--- src/rtl/icache_assoc.sv ---
// N-way set-associative instruction cache with multi-word blocks, a refill FSM,
// whole-cache flush and saturating hit/miss counters.
module icache_assoc #(
  parameter int SETS  = 8,
  parameter int WAYS  = 2,
  parameter int WORDS = 2,
  parameter int CNTW  = 16
) (
  input  logic            CLK,
  input  logic            nRST,
  input  logic            imemREN,
  input  logic [31:0]     imemaddr,
  output logic            ihit,
  output logic [31:0]     imemload,
  input  logic            flush,
  output logic            iREN,
  output logic [31:0]     iaddr,
  input  logic            iwait,
  input  logic [31:0]     iload,
  output logic [CNTW-1:0] hit_count,
  output logic [CNTW-1:0] miss_count
);

  localparam int OFFW = $clog2(WORDS);
  localparam int IDXW = $clog2(SETS);
  localparam int TAGW = 30 - OFFW - IDXW;
  localparam int OFFB = (OFFW > 0) ? OFFW : 1;
  localparam int WAYB = (WAYS > 1) ? $clog2(WAYS) : 1;

  typedef enum logic {IDLE, FILL} state_t;

  state_t state_q, state_d;

  logic [OFFB-1:0] req_off;
  logic [IDXW-1:0] req_idx;
  logic [TAGW-1:0] req_tag;
  logic            unused_bits;

  assign req_off     = (WORDS > 1) ? imemaddr[2 +: OFFB] : '0;
  assign req_idx     = imemaddr[2+OFFW +: IDXW];
  assign req_tag     = imemaddr[31 -: TAGW];
  assign unused_bits = ^imemaddr[1:0];

  logic [31:0]     data_q  [WAYS][SETS][WORDS];
  logic [TAGW-1:0] tag_q   [WAYS][SETS];
  logic [WAYS-1:0] valid_q [SETS];
  logic [WAYB-1:0] rr_q    [SETS];

  logic [IDXW-1:0] fill_idx_q;
  logic [TAGW-1:0] fill_tag_q;
  logic [WAYB-1:0] fill_way_q;
  logic            fill_by_rr_q;
  logic [OFFB-1:0] cnt_q;

  logic            hit_any;
  logic [WAYB-1:0] hit_way;
  logic [WAYB-1:0] victim;
  logic            victim_by_rr;
  logic            miss_start;
  logic            beat;
  logic            last_beat;
  logic            fill_done;

  // NOTE: every always_comb output gets a default first so no latch can be inferred.
  always_comb begin
    hit_any      = 1'b0;
    hit_way      = '0;
    victim       = rr_q[req_idx];
    victim_by_rr = 1'b1;
    for (int w = 0; w < WAYS; w++) begin
      if (!hit_any && valid_q[req_idx][w] && tag_q[w][req_idx] == req_tag) begin
        hit_any = 1'b1;
        hit_way = WAYB'(w);
      end
    end
    // Scan downwards so the lowest invalid way wins over the round-robin pick.
    for (int w = WAYS - 1; w >= 0; w--) begin
      if (!valid_q[req_idx][w]) begin
        victim       = WAYB'(w);
        victim_by_rr = 1'b0;
      end
    end
  end

  assign miss_start = (state_q == IDLE) && imemREN && !hit_any && !flush;
  assign beat       = (state_q == FILL) && !iwait;
  assign last_beat  = beat && (cnt_q == OFFB'(WORDS - 1));
  assign fill_done  = last_beat && !flush;

  always_ff @(posedge CLK) begin
    if (!nRST) state_q <= IDLE;
    else       state_q <= state_d;
  end

  always_comb begin
    state_d = state_q;
    case (state_q)
      IDLE: if (miss_start) state_d = FILL;
      FILL: if (flush || last_beat) state_d = IDLE;
      default: state_d = IDLE;
    endcase
  end

  always_comb begin
    ihit     = nRST && (state_q == IDLE) && imemREN && hit_any && !flush;
    imemload = ihit ? data_q[hit_way][req_idx][req_off] : '0;
    iREN     = (state_q == FILL);
    iaddr    = '0;
    if (iREN) begin
      iaddr = (32'({fill_tag_q, fill_idx_q}) << (OFFW + 2))
            | ((WORDS > 1) ? (32'(cnt_q) << 2) : 32'd0);
    end
  end

  // NOTE: sequential state uses non-blocking assignments only, so every flop
  // samples the pre-edge values regardless of statement order.
  always_ff @(posedge CLK) begin
    if (!nRST) begin
      fill_idx_q   <= '0;
      fill_tag_q   <= '0;
      fill_way_q   <= '0;
      fill_by_rr_q <= 1'b0;
      cnt_q        <= '0;
      hit_count    <= '0;
      miss_count   <= '0;
      for (int s = 0; s < SETS; s++) begin
        valid_q[s] <= '0;
        rr_q[s]    <= '0;
      end
    end else begin
      if (ihit && hit_count != '1) hit_count <= hit_count + 1'b1;

      if (miss_start) begin
        if (miss_count != '1) miss_count <= miss_count + 1'b1;
        fill_idx_q   <= req_idx;
        fill_tag_q   <= req_tag;
        fill_way_q   <= victim;
        fill_by_rr_q <= victim_by_rr;
        cnt_q        <= '0;
      end else if (beat) begin
        cnt_q <= cnt_q + 1'b1;
      end

      if (flush) begin
        for (int s = 0; s < SETS; s++) begin
          valid_q[s] <= '0;
          rr_q[s]    <= '0;
        end
      end else if (fill_done) begin
        valid_q[fill_idx_q][fill_way_q] <= 1'b1;
        if (WAYS > 1 && fill_by_rr_q) rr_q[fill_idx_q] <= rr_q[fill_idx_q] + 1'b1;
      end
    end
  end

  // NOTE: data and tag arrays carry no reset; the valid bits alone decide a hit.
  always_ff @(posedge CLK) begin
    if (nRST && beat) begin
      data_q[fill_way_q][fill_idx_q][cnt_q] <= iload;
      if (last_beat) tag_q[fill_way_q][fill_idx_q] <= fill_tag_q;
    end
  end

endmodule

--- config.mk ---
export PLATFORM = sky130hd
export DESIGN_NAME = icache_assoc
export DESIGN_NICKNAME = d
export VERILOG_FILES = /design/src/rtl/icache_assoc.sv
export SDC_FILE = /design/constraint.sdc
export NUM_CORES = 1
export LEC_CHECK = 0
export ABC_AREA = 1
export CAP_MARGIN = 20
export CORE_MARGIN = 5
export CORE_UTILIZATION = 35
export CTS_BUF_LIST = sky130_fd_sc_hd__clkbuf_4
export DETAILED_ROUTE_END_ITERATION = 10
export GPL_TIMING_DRIVEN = 0
export PLACE_DENSITY_LB_ADDON = 0.12
export SLEW_MARGIN = 20
export SYNTH_ARGS = -nofsm -noshare
export SYNTH_HDL_FRONTEND = slang
export SYNTH_SLANG_ARGS = --single-unit
--- constraint.sdc ---
create_clock -name CLK -period 9.2 [get_ports CLK]
set_clock_uncertainty 0.15 [all_clocks]
set_input_delay 0.92 -clock CLK [delete_from_list [all_inputs] [get_ports CLK]]
set_output_delay 0.92 -clock CLK [all_outputs]
set_load 0.02 [all_outputs]
==> impl_metrics.ini <==
[run_status]
status = finished, final reports clean

[worst_setup_path]
critPathMaxStageDelay_ns = 1.01
critPathMaxFanout = 11
path_cells = buf_2, buf_2, buf_2, nand3_1, nand3_1, nand3_1, nand2_1, inv_1, nand2_1, nor2_1, nand2_1, nor2_1, nand2_2, clkbuf_1, buf_2, nand3_1, nand3_1, nand3_1, nand3_1, nand2_1, nand2_1, nand2_1, nor2_1, clkdlybuf4s50_1
critPathLaunch = imemaddr[4]
path_class = in2out
cp_slowest_cell = clkbuf_1
crit_arrival_ns = 6.91
worstPathRequired_ns = 8.13
crit_top_cell = nand3_1
r2r_start = tag_q[0][175]$_DFFE_PP_
endpoint_kind = primary output
start_kind = primary input

[pwr]
p_int_w = 0.0112
seq_power_share = 0.518
vdd_drop_max_mv = 0.113
p_sw_frac = 0.248
power_frac_clock = 0.420
combPwrFrac = 0.063
p_switching_w = 0.00368
powerDensity_nw_per_um2 = 191
p_leak_nw = 29.7

[floorplan]
ios = 167
fp-row-count = 158
start_util = 0.351
die_w_um = 441
core_area_um2 = 185000
die_h_um = 441
die-area_um2 = 195000

[final_layout]
final_common_cell = nand3_1
area_delta_synth_final_pct = 19.6
final_cell_mix = nand3_1, nand2_1, edfxtp_1, clkbuf_4, inv_1
drive_gt1_frac = 0.167
fill_cells = 18200
nNetsFinal = 6897
final_core_util = 0.420
postLayoutCellArea_um2 = 77800

[place]
placed_area_um2 = 72000
dpl_worst_slack_ns = 1.37
io_buffers = 157
place_hpwl_um = 185000
place.gp.congestion = 0.935

[clocking]
cts_setup_buffers = 0
cts_tree = built
htree_num_levels = 5
cts_resized = 0
insertion_delay_ns = 1.40
cts.sinks = 1532
path_clk_slew_ns = 0.07
ctsHoldBuffers = 35
clockBufferDepth = 4
cts_buffers = 427
cts_root_buf = clkbuf_4

[timing]
slew_headroom = 0.122
finalHoldViolCount = 0
drv_slew = 0
period_needed_ns = 7.98
worstMarginPinSlew_ns = 1.32
rsz0062_at_grt = false
max_freq_mhz = 125
fin_ws_ns = 1.22
fin_setup_tns_ns = 0
fin_crit_sh = 0.867
setup_violations = 0

[logic_synthesis]
synth-edff-count = 1443
synthDistinctLibCells = 39
ys_seq_elements = 1532
netlist_instances = 6012
synthesis.area_um2 = 65000
ys_seq_area_frac = 0.694
yosysWarningCount = 0
synth_ff_type = edfxtp_1
synth_async_sr_flop_share = 0
syn_avg_cell_area_um2 = 10.8

[detailed_routing]
detail-route-antenna-nets = 0
route.detailed.drc = 0
num_vias = 51100
drt_wl_total_um = 262000
viasPerCell = 5.30
wl_per_cell_um = 27.2
drtIter0Drc = 5638
drt_pass1_iterations = 6

[job]
cap_violations = 0

[global_routing]
grt_overflow = 0
grtUsageTotal = 0.264
grt_pass1_wl_um = 363000
grt_start_max_net_pins = 33
grt_pass1_vias = 48800
grt_antenna_before_repair = 16

[worst_hold_path]
min_from = imemaddr[23]
holdCritPathClass = in2reg
synthesized netlist by cell type (all sizes together), types with 4 or more instances:
| cell type | number | share of area |
|---|---|---|
| a21oi | 73 | 0.0057 |
| buf | 278 | 0.023 |
| clkbuf | 116 | 0.0067 |
| clkinv | 4 | 0.00023 |
| dfxtp | 89 | 0.027 |
| edfxtp | 1443 | 0.67 |
| inv | 361 | 0.021 |
| nand2 | 1452 | 0.084 |
| nand3 | 1698 | 0.13 |
| nand4 | 19 | 0.0018 |
| nor2 | 253 | 0.015 |
| nor3 | 63 | 0.0048 |
| nor4 | 16 | 0.0015 |
| o211ai | 5 | 0.00058 |
| o21ai | 112 | 0.0086 |
| o22ai | 7 | 0.00067 |
| xnor2 | 4 | 0.00054 |
| xor2 | 6 | 0.00081 |
stage by stage:
step,instances,power [W],hold WS [ns]
floorplan,6013,0.00820,0.279
detailed placement,8840,0.00875,0.318
finish,9634,0.0149,0.176
global placement,8650,0.00873,0.310
global route,9626,0.0154,0.111
CTS,9616,0.0150,0.00328
cells by family (layout without fill, tap and decap cells):
| family | after synthesis | count (layout) | synth area share |
|---|---|---|---|
| adder cells (fa/ha/maj) | 2 | 2 | 0.000385 |
| multiplexers | 1 | 1 | 0.000154 |
| AO/OA/AOI/OAI | 201 | 201 | 0.0160 |
| XOR/XNOR | 10 | 10 | 0.00135 |
| flip-flops | 1532 | 1532 | 0.694 |
| buffers and inverters | 759 | 1884 | 0.0504 |
| other | 1 | 18 | 0.0000576 |
| AND/OR/NAND/NOR | 3506 | 3506 | 0.238 |
final timing paths:
path / end / slack, ns / depth (start not counted)
max: imemload[13] / 1.22 / 24
min: fill_tag_q[17]$_SDFFE_PN0P_ / 0.18 / 3
max reg2reg: fill_tag_q[6]$_SDFFE_PN0P_ / 5.08 / 20
min reg2reg: valid_q[6][0]$_DFF_P_ / 0.33 / 2
power by group through the flow:
stage	clock network, W	registers, W	logic (W)
after global placement	0	0.00786	0.000877
after floorplan	0	0.00782	0.000385
after global routing	0.00676	0.00770	0.000978
after detailed placement	0	0.00785	0.000907
after CTS	0.00637	0.00770	0.000921
final	0.00624	0.00770	0.000936
sequential cells by signal, indices dropped and copies added (netlist names), 3 cells and up, named ones only:
register and count:
data_q 1024, fill_idx_q 3, fill_tag_q 26, hit_count 16
miss_count 16, rr_q 8, tag_q 416, valid_q 16
layer usage:
layer  share of wire  GRT usage  vias to the layer above
met5         0.00010          0                        -
met4           0.046      0.114                        4
met3           0.084     0.0563                      576
met2            0.45      0.414                     2428
met1            0.42      0.355                    25100
li1                -          -                    23000
layout make-up:
type	count	area (um^2)	share of cell area
Multi-Input combinational cell	3722	16900	0.218
Timing Repair Buffer	384	3920	0.0504
Sequential cell	1532	45100	0.580
Buffer	394	1920	0.0247
Antenna cell	16	40.0	0.000515
Clock buffer	666	5000	0.0643
Inverter	365	1370	0.0176
Tap cell	2480	3100	0.0399
Clock inverter	75	375	0.00483
worst max-delay path, delay by kind of cell:
kind	cells	cell delay, ns
AND/OR/NAND/NOR	17	2.52
buffers and inverters	7	3.40
No activity file was read; power rests on OpenSTA's default activity.
